`config.mk`:
```
export PLATFORM = sky130hd
export DESIGN_NAME = axis_cplx_round_clip_flat
export DESIGN_NICKNAME = d
export VERILOG_FILES = /design/src/rtl/axis_cplx_round_clip_pkg.sv /design/src/rtl/axis_cplx_round_clip_if.sv /design/src/rtl/axis_cplx_round_clip_fifo.sv /design/src/rtl/axis_cplx_round_clip.sv /design/src/flat_wrapper.sv
export SDC_FILE = /design/constraint.sdc
export NUM_CORES = 1
export LEC_CHECK = 0
export CORE_MARGIN = 2
export CORE_UTILIZATION = 31
export DETAILED_ROUTE_END_ITERATION = 12
export GPL_ROUTABILITY_DRIVEN = 1
export PLACE_DENSITY = 0.66
export SYNTH_ARGS = -nofsm -noshare
export SYNTH_HDL_FRONTEND = slang
export SYNTH_SLANG_ARGS = --single-unit
```
`constraint.sdc`:
```
create_clock -name clk -period 1.65 [get_ports clk]
set_input_delay 0.165 -clock clk [delete_from_list [all_inputs] [get_ports clk]]
set_output_delay 0.165 -clock clk [all_outputs]
set_load 0.02 [all_outputs]
```
`src/rtl/axis_cplx_round_clip_pkg.sv`:
```
// Shared arithmetic for the complex round/clip block: drop-width calculation,
// saturation bounds and the per-component round-then-saturate function.
package axis_cplx_pkg;

    // Wide enough to hold any supported input component plus the rounding carry.
    localparam int CALC_W = 64;

    function automatic int drop_bits(input int width_in, input int width_out, input int clip_bits);
        return width_in - width_out - clip_bits;
    endfunction

    function automatic logic signed [CALC_W-1:0] sat_max(input int width_out);
        logic signed [CALC_W-1:0] one;
        one = 64'sd1;
        return (one <<< (width_out - 1)) - 64'sd1;
    endfunction

    function automatic logic signed [CALC_W-1:0] sat_min(input int width_out);
        logic signed [CALC_W-1:0] one;
        one = 64'sd1;
        return -(one <<< (width_out - 1));
    endfunction

    // Adding half an LSB before the arithmetic shift makes ties round toward +infinity.
    function automatic logic signed [CALC_W-1:0] round_sat(input logic signed [CALC_W-1:0] x,
                                                           input int drop,
                                                           input int width_out);
        logic signed [CALC_W-1:0] one;
        logic signed [CALC_W-1:0] r;
        one = 64'sd1;
        r   = (x + (one <<< (drop - 1))) >>> drop;
        if (r > sat_max(width_out)) begin
            r = sat_max(width_out);
        end else if (r < sat_min(width_out)) begin
            r = sat_min(width_out);
        end
        return r;
    endfunction

endpackage

```
`src/rtl/axis_cplx_round_clip_if.sv`:
```
// AXI-Stream beat bundle (data, last, valid/ready) used on both sides of the
// round/clip block and between its pipeline stage and output FIFO.
interface axis_cplx_round_clip_if #(
    parameter int WIDTH = 32
);
    logic [WIDTH-1:0] tdata;
    logic             tlast;
    logic             tvalid;
    logic             tready;

    modport master (output tdata, output tlast, output tvalid, input tready);
    modport slave  (input tdata, input tlast, input tvalid, output tready);
endinterface

```
`src/rtl/axis_cplx_round_clip_fifo.sv`:
```
// Power-of-two ring buffer for AXI-Stream beats ({last,data}); ready comes from
// a registered full state so a read never lets a same-cycle write into a full FIFO.
module axis_ring_fifo #(
    parameter int WIDTH = 32,
    parameter int SIZE  = 3
) (
    input  logic clk,
    input  logic reset_n,
    input  logic clear,
    axis_cplx_round_clip_if.slave  w,
    axis_cplx_round_clip_if.master r
);
    localparam int DEPTH = 1 << SIZE;

    logic [WIDTH:0]  mem [DEPTH];
    logic [SIZE-1:0] wr_ptr;
    logic [SIZE-1:0] rd_ptr;
    logic [SIZE:0]   count;
    logic            full;
    logic            not_empty;
    logic            wr_en;
    logic            rd_en;

    assign full      = (count == (SIZE + 1)'(DEPTH));
    assign not_empty = (count != '0);
    assign wr_en     = w.tvalid & ~full;
    assign rd_en     = not_empty & r.tready;

    assign w.tready = ~full;
    assign r.tvalid = not_empty;
    // Drive zeros while empty so the output reads as all-zero after reset/clear.
    assign {r.tlast, r.tdata} = not_empty ? mem[rd_ptr] : '0;

    always_ff @(posedge clk) begin
        if (wr_en && !clear) begin
            mem[wr_ptr] <= {w.tlast, w.tdata};
        end
    end

    always_ff @(posedge clk or negedge reset_n) begin
        if (!reset_n) begin
            wr_ptr <= '0;
            rd_ptr <= '0;
            count  <= '0;
        end else if (clear) begin
            wr_ptr <= '0;
            rd_ptr <= '0;
            count  <= '0;
        end else begin
            if (wr_en) begin
                wr_ptr <= wr_ptr + 1'b1;
            end
            if (rd_en) begin
                rd_ptr <= rd_ptr + 1'b1;
            end
            case ({wr_en, rd_en})
                2'b10:   count <= count + 1'b1;
                2'b01:   count <= count - 1'b1;
                default: count <= count;
            endcase
        end
    end

endmodule

```
`src/rtl/axis_cplx_round_clip.sv`:
```
// Converts wide {I,Q} samples to narrow ones (round, then saturate) through one
// handshaked register stage, optionally followed by an output FIFO.
module axis_cplx_round_clip
    import axis_cplx_pkg::*;
#(
    parameter int WIDTH_IN  = 32,
    parameter int WIDTH_OUT = 16,
    parameter int CLIP_BITS = 1,
    parameter int FIFOSIZE  = 0
) (
    input  logic clk,
    input  logic reset_n,
    input  logic clear,
    axis_cplx_round_clip_if.slave  i,
    axis_cplx_round_clip_if.master o
);
    localparam int DROP = drop_bits(WIDTH_IN, WIDTH_OUT, CLIP_BITS);

    logic signed [CALC_W-1:0] i_wide;
    logic signed [CALC_W-1:0] q_wide;
    logic [WIDTH_OUT-1:0]     i_rnd;
    logic [WIDTH_OUT-1:0]     q_rnd;
    logic                     stage_valid;
    logic                     stage_last;
    logic [2*WIDTH_OUT-1:0]   stage_data;
    logic                     load;

    axis_cplx_round_clip_if #(.WIDTH(2*WIDTH_OUT)) stg ();

    assign i_wide = CALC_W'($signed(i.tdata[2*WIDTH_IN-1:WIDTH_IN]));
    assign q_wide = CALC_W'($signed(i.tdata[WIDTH_IN-1:0]));
    assign i_rnd  = WIDTH_OUT'(round_sat(i_wide, DROP, WIDTH_OUT));
    assign q_rnd  = WIDTH_OUT'(round_sat(q_wide, DROP, WIDTH_OUT));

    assign load     = i.tvalid & (~stage_valid | stg.tready);
    assign i.tready = ~stage_valid | stg.tready;

    // Clear is checked before the load so a same-cycle handshake is dropped.
    always_ff @(posedge clk or negedge reset_n) begin
        if (!reset_n) begin
            stage_valid <= 1'b0;
            stage_last  <= 1'b0;
            stage_data  <= '0;
        end else if (clear) begin
            stage_valid <= 1'b0;
            stage_last  <= 1'b0;
            stage_data  <= '0;
        end else if (load) begin
            stage_valid <= 1'b1;
            stage_last  <= i.tlast;
            stage_data  <= {i_rnd, q_rnd};
        end else if (stg.tready) begin
            stage_valid <= 1'b0;
        end
    end

    assign stg.tvalid = stage_valid;
    assign stg.tlast  = stage_last;
    assign stg.tdata  = stage_data;

    generate
        if (FIFOSIZE > 0) begin : g_fifo
            axis_ring_fifo #(
                .WIDTH (2*WIDTH_OUT),
                .SIZE  (FIFOSIZE)
            ) u_fifo (
                .clk     (clk),
                .reset_n (reset_n),
                .clear   (clear),
                .w       (stg),
                .r       (o)
            );
        end else begin : g_direct
            assign o.tdata    = stg.tdata;
            assign o.tlast    = stg.tlast;
            assign o.tvalid   = stg.tvalid;
            assign stg.tready = o.tready;
        end
    endgenerate

endmodule

```
`src/flat_wrapper.sv`:
```
// flat-port wrapper written by rule: the top's interface ports become plain ports
module axis_cplx_round_clip_flat import axis_cplx_pkg::*;
#(
    parameter int WIDTH_IN  = 32,
    parameter int WIDTH_OUT = 16,
    parameter int CLIP_BITS = 1,
    parameter int FIFOSIZE  = 0
)
  (clk, reset_n, clear, i_tdata, i_tlast, i_tvalid, i_tready, o_tdata, o_tlast, o_tvalid, o_tready);
  axis_cplx_round_clip_if #(.WIDTH(64)) i_i ();
  axis_cplx_round_clip_if #(.WIDTH(32)) o_i ();
  input  logic clk;
  input  logic reset_n;
  input  logic clear;
  input wire logic [$bits(i_i.tdata)-1:0] i_tdata;
  input wire logic [$bits(i_i.tlast)-1:0] i_tlast;
  input wire logic [$bits(i_i.tvalid)-1:0] i_tvalid;
  output wire logic [$bits(i_i.tready)-1:0] i_tready;
  output wire logic [$bits(o_i.tdata)-1:0] o_tdata;
  output wire logic [$bits(o_i.tlast)-1:0] o_tlast;
  output wire logic [$bits(o_i.tvalid)-1:0] o_tvalid;
  input wire logic [$bits(o_i.tready)-1:0] o_tready;
  assign i_i.tdata = i_tdata;
  assign i_i.tlast = i_tlast;
  assign i_i.tvalid = i_tvalid;
  assign i_tready = i_i.tready;
  assign o_tdata = o_i.tdata;
  assign o_tlast = o_i.tlast;
  assign o_tvalid = o_i.tvalid;
  assign o_i.tready = o_tready;
  axis_cplx_round_clip #(.WIDTH_IN(WIDTH_IN), .WIDTH_OUT(WIDTH_OUT), .CLIP_BITS(CLIP_BITS), .FIFOSIZE(FIFOSIZE)) u_core (.clk(clk), .reset_n(reset_n), .clear(clear), .i(i_i), .o(o_i));
endmodule
```
==> reports/qor.csv, run 1 <==
stage,metric,value,unit
critical_path,cpLargestDelayFamily,simple AND/OR/NAND/NOR gates,
synthesis,syn_avg_cell_area,9.43,µm²
pwr,pwr-share-clk,0.274,
clock_network,root_buffer,clkbuf_8,
pwr,p_seq_frac,0.414,
pwr,internal_power,0.00162,W
critical_path,slowest_delay,0.55,ns
detailed_routing,route.final.wire_length,6.07,mm
critical_path,worstPathRequired,1.80,ns
critical_path,cp.depth,7,
synthesis,syn_area,2030,µm²
critical_path,path_buf_inv,2,
placement,gp_congestion,0.823,
clock_network,clock_latency,0.28,ns
layout,syn_to_final_growth,73.3,%
clock_network,htreeDepth,2,
clock_network,cts_num_sinks,34,
layout,fin_cells,438,
timing,setup_viol,0,
layout,layout.cells.most_common,buf_4,
synthesis,ys_seq_elements,34,
synthesis,ys_warn_count,0,
global_routing,grt_use_total,0.171,
synthesis,synth_cells,215,
pwr,switchingPower,0.000687,W
floorplan,initial_core_util,0.319,
timing,hold_violations,0,
global_routing,antenna_found_initial,0,
placement,post-dp-hpwl,4.69,mm
global_routing,grt_pass1_wl,9.98,mm
pwr,p_leak,1.48,nW
detailed_routing,drtAntennaViolNets,0,
timing,maxSlewViolCount,0,
global_routing,grt_max_degree,20,
critical_path,worstSetupPathType,in2reg,
detailed_routing,drc,0,
status,status,"complete, no violations",
clock_network,clk_pin_slew,0.08,ns
timing,max_freq,0.621,GHz
detailed_routing,drt-initial-drc-count,48,
detailed_routing,avgRoutedWirePerCell,13.9,µm
synthesis,synth_top_area_cell,dfrtp_1,
synthesis,synth_top_cell_area_share,0.420,
pwr,vdd_drop_max,0.000497,V
placement,port_buffers,76,
layout,final_cell_mix,"buf_4 (60), nand2_1 (45), clkdlybuf4s50_1 (42), dfrtp_1 (34), o211ai_1 (31)",
pwr,comb_power_share,0.312,
placement,dp.cells,421,
floorplan,fp.dieH,84.9,µm
critical_path,crit_slowest_cell,or4_4,
timing,maxSlewHeadroom,0.645,
layout,layout-drive-gt1-share,0.285,
critical_path,crit_chain,dlygate4sd2_1 -> nand4_1 -> or4_4 -> o211a_1 -> a31oi_4 -> buf_6 -> o211ai_1,
timing,finalSetupTns,0,ns
synthesis,synthDistinctLibCells,32,
synthesis,ys_seq_area_frac,0.420,
timing,rsz0062_at_grt,false,
floorplan,core,6350,µm²
timing,period_needed,1.61,ns
detailed_routing,drtPass1Iterations,4,
critical_path,worst_r2r_path_depth,7,
floorplan,die-area,7200,µm²
clock_network,cts_tree,built,
critical_path,r2r_slack,0.10,ns
placement,dpl-instance-area,3330,µm²
global_routing,grt_overflow,0,
timing,fin_ws,0.0387,ns
layout,final_area,3510,µm²
critical_path,endpoint_kind,register,
clock_network,cts-buffers-inserted,5,
layout,diodes,0,
timing,tightest_slew,0.533,ns
pwr,p_sw_frac,0.297,
clock_network,clock_tree.buffer_depth,2,
min_path,min_path_type,in2reg,
timing,period_share,0.977,
floorplan,die_w,84.9,µm
timing,fin_worst_skew,0.00995,ns
detailed_routing,drt-vias-per-instance,4.85,
global_routing,grt_pass1_vias,2178,
critical_path,cp.arrival,1.76,ns
job,drv_cap,0,
placement,dp_slack,-0.616,ns
synthesis,synth.area.top_cells,"dfrtp_1 (42%), o211ai_1 (11%), nand2_1 (8.3%), xnor2_1 (6.5%), xor2_1 (6.5%)",
floorplan,io_pins,105,
detailed_routing,vias,2126,
floorplan,row_count,29,
pwr,power_density,658,nW/µm²
min_path,hold_depth,4,
synthesis,synth_nets,287,
layout,nets,432,
critical_path,critPathMaxFanout,8,
critical_path,cp-start-kind,input pin,
## layer usage
metal	share of wire	vias up	GRT usage
li1	-	1062	-
met1	0.47	1024	0.236
met2	0.49	38	0.279
met3	0.035	2	0.0370
met4	0.0038	0	0.0346
met5	0	-	0
## power by group through the flow
stage | sequential, W | clock, W | combinational [W]
2_1_floorplan | 0.00106 | 0 | 0.000178
4_1_cts | 0.000958 | 0.000663 | 0.000718
5_1_grt | 0.000966 | 0.000689 | 0.000773
3_5_place_dp | 0.000974 | 0 | 0.000721
6_report | 0.000957 | 0.000632 | 0.000721
3_3_place_gp | 0.000971 | 0 | 0.000712
## cells in the mapped netlist (all sizes together)
library cell / number
nand2: 45
dfrtp: 34
o211ai: 31
xnor2: 15
xor2: 15
nor2: 14
nand3: 10
nand4: 9
a21oi: 5
inv: 5
a31oi: 4
buf: 4
clkbuf: 3
nor3: 3
or4: 3
and2b: 2
ha: 2
o211a: 2
a22o: 1
a32o: 1
and3: 1
nand2b: 1
nand3b: 1
nor2b: 1
nor3b: 1
nor4: 1
or3: 1
## flip-flops by register name, indices dropped and copies added, names as in the netlist
name             flops
u_core.o.tdata      32
u_core.o.tvalid      1
u_core.o.tlast       1
## final cells by class
class / instances / area (µm²)
clock buffers: 7 / 86.3
flip-flops and latches: 34 / 851
clock inverters: 1 / 5.00
multi-input cells: 169 / 1180
fillers: 592 / 2840
repair buffers: 145 / 1280
well taps: 77 / 96.3
inverters: 5 / 18.8
## through the flow
stage	power [W]	utilization	hold slack (ns)
floorplan	0.00124	-	-0.131
global placement	0.00168	0.524	0.158
detailed placement	0.00169	0.524	0.174
CTS	0.00234	0.549	0.325
global route	0.00243	0.553	0.344
finish	0.00231	0.553	0.332
## path summary, 6_finish.rpt
kind                               startpoint            endpoint
setup / recovery                  i_tdata[57]  u_core.o.tdata[19]
hold / removal                    i_tdata[46]  u_core.o.tdata[16]
setup reg to reg              u_core.o.tvalid   u_core.o.tdata[1]
hold reg to reg            u_core.o.tdata[15]  u_core.o.tdata[15]
max in group asynchronous             reset_n   u_core.o.tdata[4]
min in group asynchronous             reset_n  u_core.o.tdata[21]
## cells by family (layout without fill, tap and decap cells)
logic type,Yosys count,after routing,synth area share
AO/OA/AOI/OAI,44,44,0.177
AND/OR/NAND/NOR,93,93,0.231
flip-flops,34,34,0.420
adder cells (fa/ha/maj),2,2,0.0123
XOR/XNOR,30,30,0.130
buffers and inverters,12,158,0.0309
## worst min-delay path, delay by kind of cell
| kind | cells | cell delay, ns |
|---|---|---|
| AO/OA/AOI/OAI | 1 | 0.16 |
| adder cells (fa/ha/maj) | 1 | 0.12 |
| buffers and inverters | 2 | 0.14 |
## repair_timing
item / CTS / global route
resized for setup: 57 / 20
hold buffers: 1 / 0
endpoints found under the hold margin: 18 / 0
pin swaps: 14 / 8
setup buffers: 6 / 2
endpoints found under the setup margin: 32 / 30
Power figures use the tool's default switching activity.
==> run 2: changes to the inputs <==
CORE_UTILIZATION = 36   (was 31)
PLACE_DENSITY = 0.75   (was 0.66)
==> run 2 against run 1 <==
Compared with the run above:
- first-iteration DRC count increased by 54%
- clock skew decreased by 0.0046 ns
- combinational power increased by 3.1%
- routed wire length increased by 5.9%
- clock-buffer cell count unchanged
- non-clock buffer count increased by 6
- final area increased by 0.43%
- highest routed layer unchanged
- global-route usage increased by 4.0 points
- die area decreased by 13%
==> reports/qor.csv, run 2 (synthesized netlist as in run 1, its figures left out) <==
stage,metric,value,unit,change
status,status,"complete, no violations",,unchanged
placement,dp.cells,413,,was 421
global_routing,grt_pass1_wl,10.4,mm,was 9.98 mm
global_routing,grt_use_met1,0.279,,was 0.236
clock_network,clk_pin_slew,0.07,ns,was 0.08 ns
critical_path,cp.arrival,1.80,ns,was 1.76 ns
detailed_routing,drtAntennaViolNets,0,,unchanged
floorplan,initial_core_util,0.370,,was 0.319
timing,max_freq,0.618,GHz,was 0.621 GHz
floorplan,row_count,27,,was 29
floorplan,die_w,79.0,µm,was 84.9 µm
placement,port_buffers,76,,unchanged
min_path,min_path_type,in2async,,was in2reg
job,drv_cap,0,,unchanged
global_routing,grt_max_degree,35,,was 20
global_routing,met2_usage,0.354,,was 0.279
global_routing,grt_use_met3,0.0318,,was 0.0370
layout,fin_cells,438,,unchanged
detailed_routing,drtPass1Iterations,6,,was 4
critical_path,critPathMaxFanout,8,,unchanged
timing,maxSlewViolCount,0,,unchanged
detailed_routing,avgRoutedWirePerCell,14.7,µm,was 13.9 µm
clock_network,cts-buffers-inserted,5,,unchanged
clock_network,cts_tree,built,,unchanged
global_routing,grt_use_total,0.211,,was 0.171
layout,diodes,0,,unchanged
critical_path,worstSetupPathType,reg2reg,,was in2reg
layout,syn_to_final_growth,74.0,%,was 73.3%
pwr,vdd_drop_max,0.000401,V,was 0.000497 V
timing,period_share,0.980,,was 0.977
layout,layout-drive-gt1-share,0.320,,was 0.285
timing,setup_viol,0,,unchanged
detailed_routing,drc,0,,unchanged
layout,nets,438,,was 432
timing,hold_violations,0,,unchanged
detailed_routing,drt-initial-drc-count,74,,was 48
floorplan,io_pins,105,,unchanged
critical_path,critPathMostFrequentCell,buf_6,,
timing,fin_ws,0.0330,ns,was 0.0387 ns
timing,rsz0062_at_grt,true,,was false
global_routing,busiest_layer,met2,,unchanged
timing,finalSetupTns,0,ns,unchanged
global_routing,antenna_found_initial,0,,unchanged
layout,final_cell_mix,"buf_4 (66), nand2_1 (45), clkdlybuf4s50_1 (43), dfrtp_1 (34), o211ai_1 (31)",,"was buf_4 (60), nand2_1 (45), clkdlybuf4s50_1 (42), dfrtp_1 (34), o211ai_1 (31)"
placement,dp_slack,-0.689,ns,was -0.616 ns
timing,maxSlewHeadroom,0.701,,was 0.645
pwr,p_leak,1.50,nW,was 1.48 nW
critical_path,cp-start-kind,register,,was input pin
critical_path,slowest_delay,0.37,ns,was 0.55 ns
critical_path,endpoint_kind,register,,unchanged
global_routing,grt_pass1_vias,2217,,was 2178
clock_network,cts_num_sinks,34,,unchanged
clock_network,clock_tree.buffer_depth,2,,unchanged
detailed_routing,drt-vias-per-instance,5.03,,was 4.85
floorplan,die-area,6250,µm²,was 7200 µm²
pwr,power_density,642,nW/µm²,was 658 nW/µm²
layout,largest_register_ffs,32,,unchanged
detailed_routing,route.final.wire_length,6.43,mm,was 6.07 mm
clock_network,htreeDepth,2,,unchanged
floorplan,fp.dieH,79.0,µm,was 84.9 µm
clock_network,clock_latency,0.27,ns,was 0.28 ns
critical_path,crit_chain,and2b_2 -> nor3b_4 -> buf_6 -> buf_4 -> a31oi_4 -> buf_6 -> o211ai_1,,was dlygate4sd2_1 -> nand4_1 -> or4_4 -> o211a_1 -> a31oi_4 -> buf_6 -> o211ai_1
timing,fin_worst_skew,0.00536,ns,was 0.00995 ns
timing,period_needed,1.62,ns,was 1.61 ns
critical_path,worstPathRequired,1.83,ns,was 1.80 ns
clock_network,root_buffer,clkbuf_8,,unchanged
floorplan,core,5470,µm²,was 6350 µm²
placement,gp_congestion,0.849,,was 0.823
placement,post-dp-hpwl,4.43,mm,was 4.69 mm
detailed_routing,vias,2205,,was 2126
layout,layout.cells.most_common,buf_4,,unchanged
global_routing,grt_overflow,0,,unchanged
critical_path,crit_slowest_cell,dfrtp_1,,was or4_4
timing,tightest_slew,0.449,ns,was 0.533 ns
-- run 2: layout make-up --
| class | count | area, µm² |
|---|---|---|
| Clock buffer | 7 | 76.3 |
| Fill cell | 445 | 1950 |
| Inverter | 5 | 18.8 |
| Multi-Input combinational cell | 169 | 1200 |
| Sequential cell | 34 | 851 |
| Tap cell | 72 | 90.1 |
| Timing Repair Buffer | 151 | 1290 |
-- run 2: power by group --
part | internal (W) | total, W | leakage (nW) | switching, W
registers | 0.000911 | 0.000955 | 0.446 | 0.0000441
logic | 0.000385 | 0.000743 | 1.01 | 0.000358
clock network | 0.000291 | 0.000568 | 0.0383 | 0.000277
total | 0.00159 | 0.00227 | 1.50 | 0.000680
-- run 2: path summary, 6_finish.rpt --
path,start,end,slack [ns],depth (start not counted)
worst min-delay path,reset_n,u_core.o.tdata[24],0.30,2
worst min register to register,u_core.o.tdata[15],u_core.o.tdata[15],0.47,2
max in group asynchronous,reset_n,u_core.o.tvalid,1.02,2
worst max register to register,u_core.o.tvalid,u_core.o.tdata[25],0.03,7
worst max-delay path,u_core.o.tvalid,u_core.o.tdata[25],0.03,7
min in group clk,i_tdata[26],u_core.o.tdata[11],0.32,4
-- run 2: what timing repair did --
| item | CTS | global route |
|---|---|---|
| setup buffers | 18 | 2 |
| endpoints found under the setup margin | 32 | 30 |
| pin swaps | 14 | 14 |
| gates cloned | 2 | 0 |
| hold buffers | 0 | 0 |
| gates resized for setup | 81 | 22 |
-- run 2: metrics by stage --
stage / power, W / hold slack (ns) / utilization / area [µm²]
after floorplan: 0.00124 / -0.131 / - / 2040
after global placement: 0.00168 / 0.451 / 0.606 / 3320
after detailed placement: 0.00169 / 0.456 / 0.606 / 3320
after CTS: 0.00228 / 0.317 / 0.662 / 3620
after global routing: 0.00237 / 0.314 / 0.644 / 3530
final: 0.00227 / 0.302 / 0.644 / 3530
-- run 2: routing by layer --
| metal | up-vias | share of wire |
|---|---|---|
| met5 | - | 0 |
| met4 | 0 | 0.020 |
| met3 | 12 | 0.040 |
| met2 | 54 | 0.50 |
| met1 | 1067 | 0.44 |
| li1 | 1072 | - |
-- run 2: critical path, delay by kind of cell (launching register included) --
family                 cells  cell delay (ns)
AND/OR/NAND/NOR            2             0.45
buffers and inverters      3             0.41
flip-flops                 1             0.37
AO/OA/AOI/OAI              2             0.30
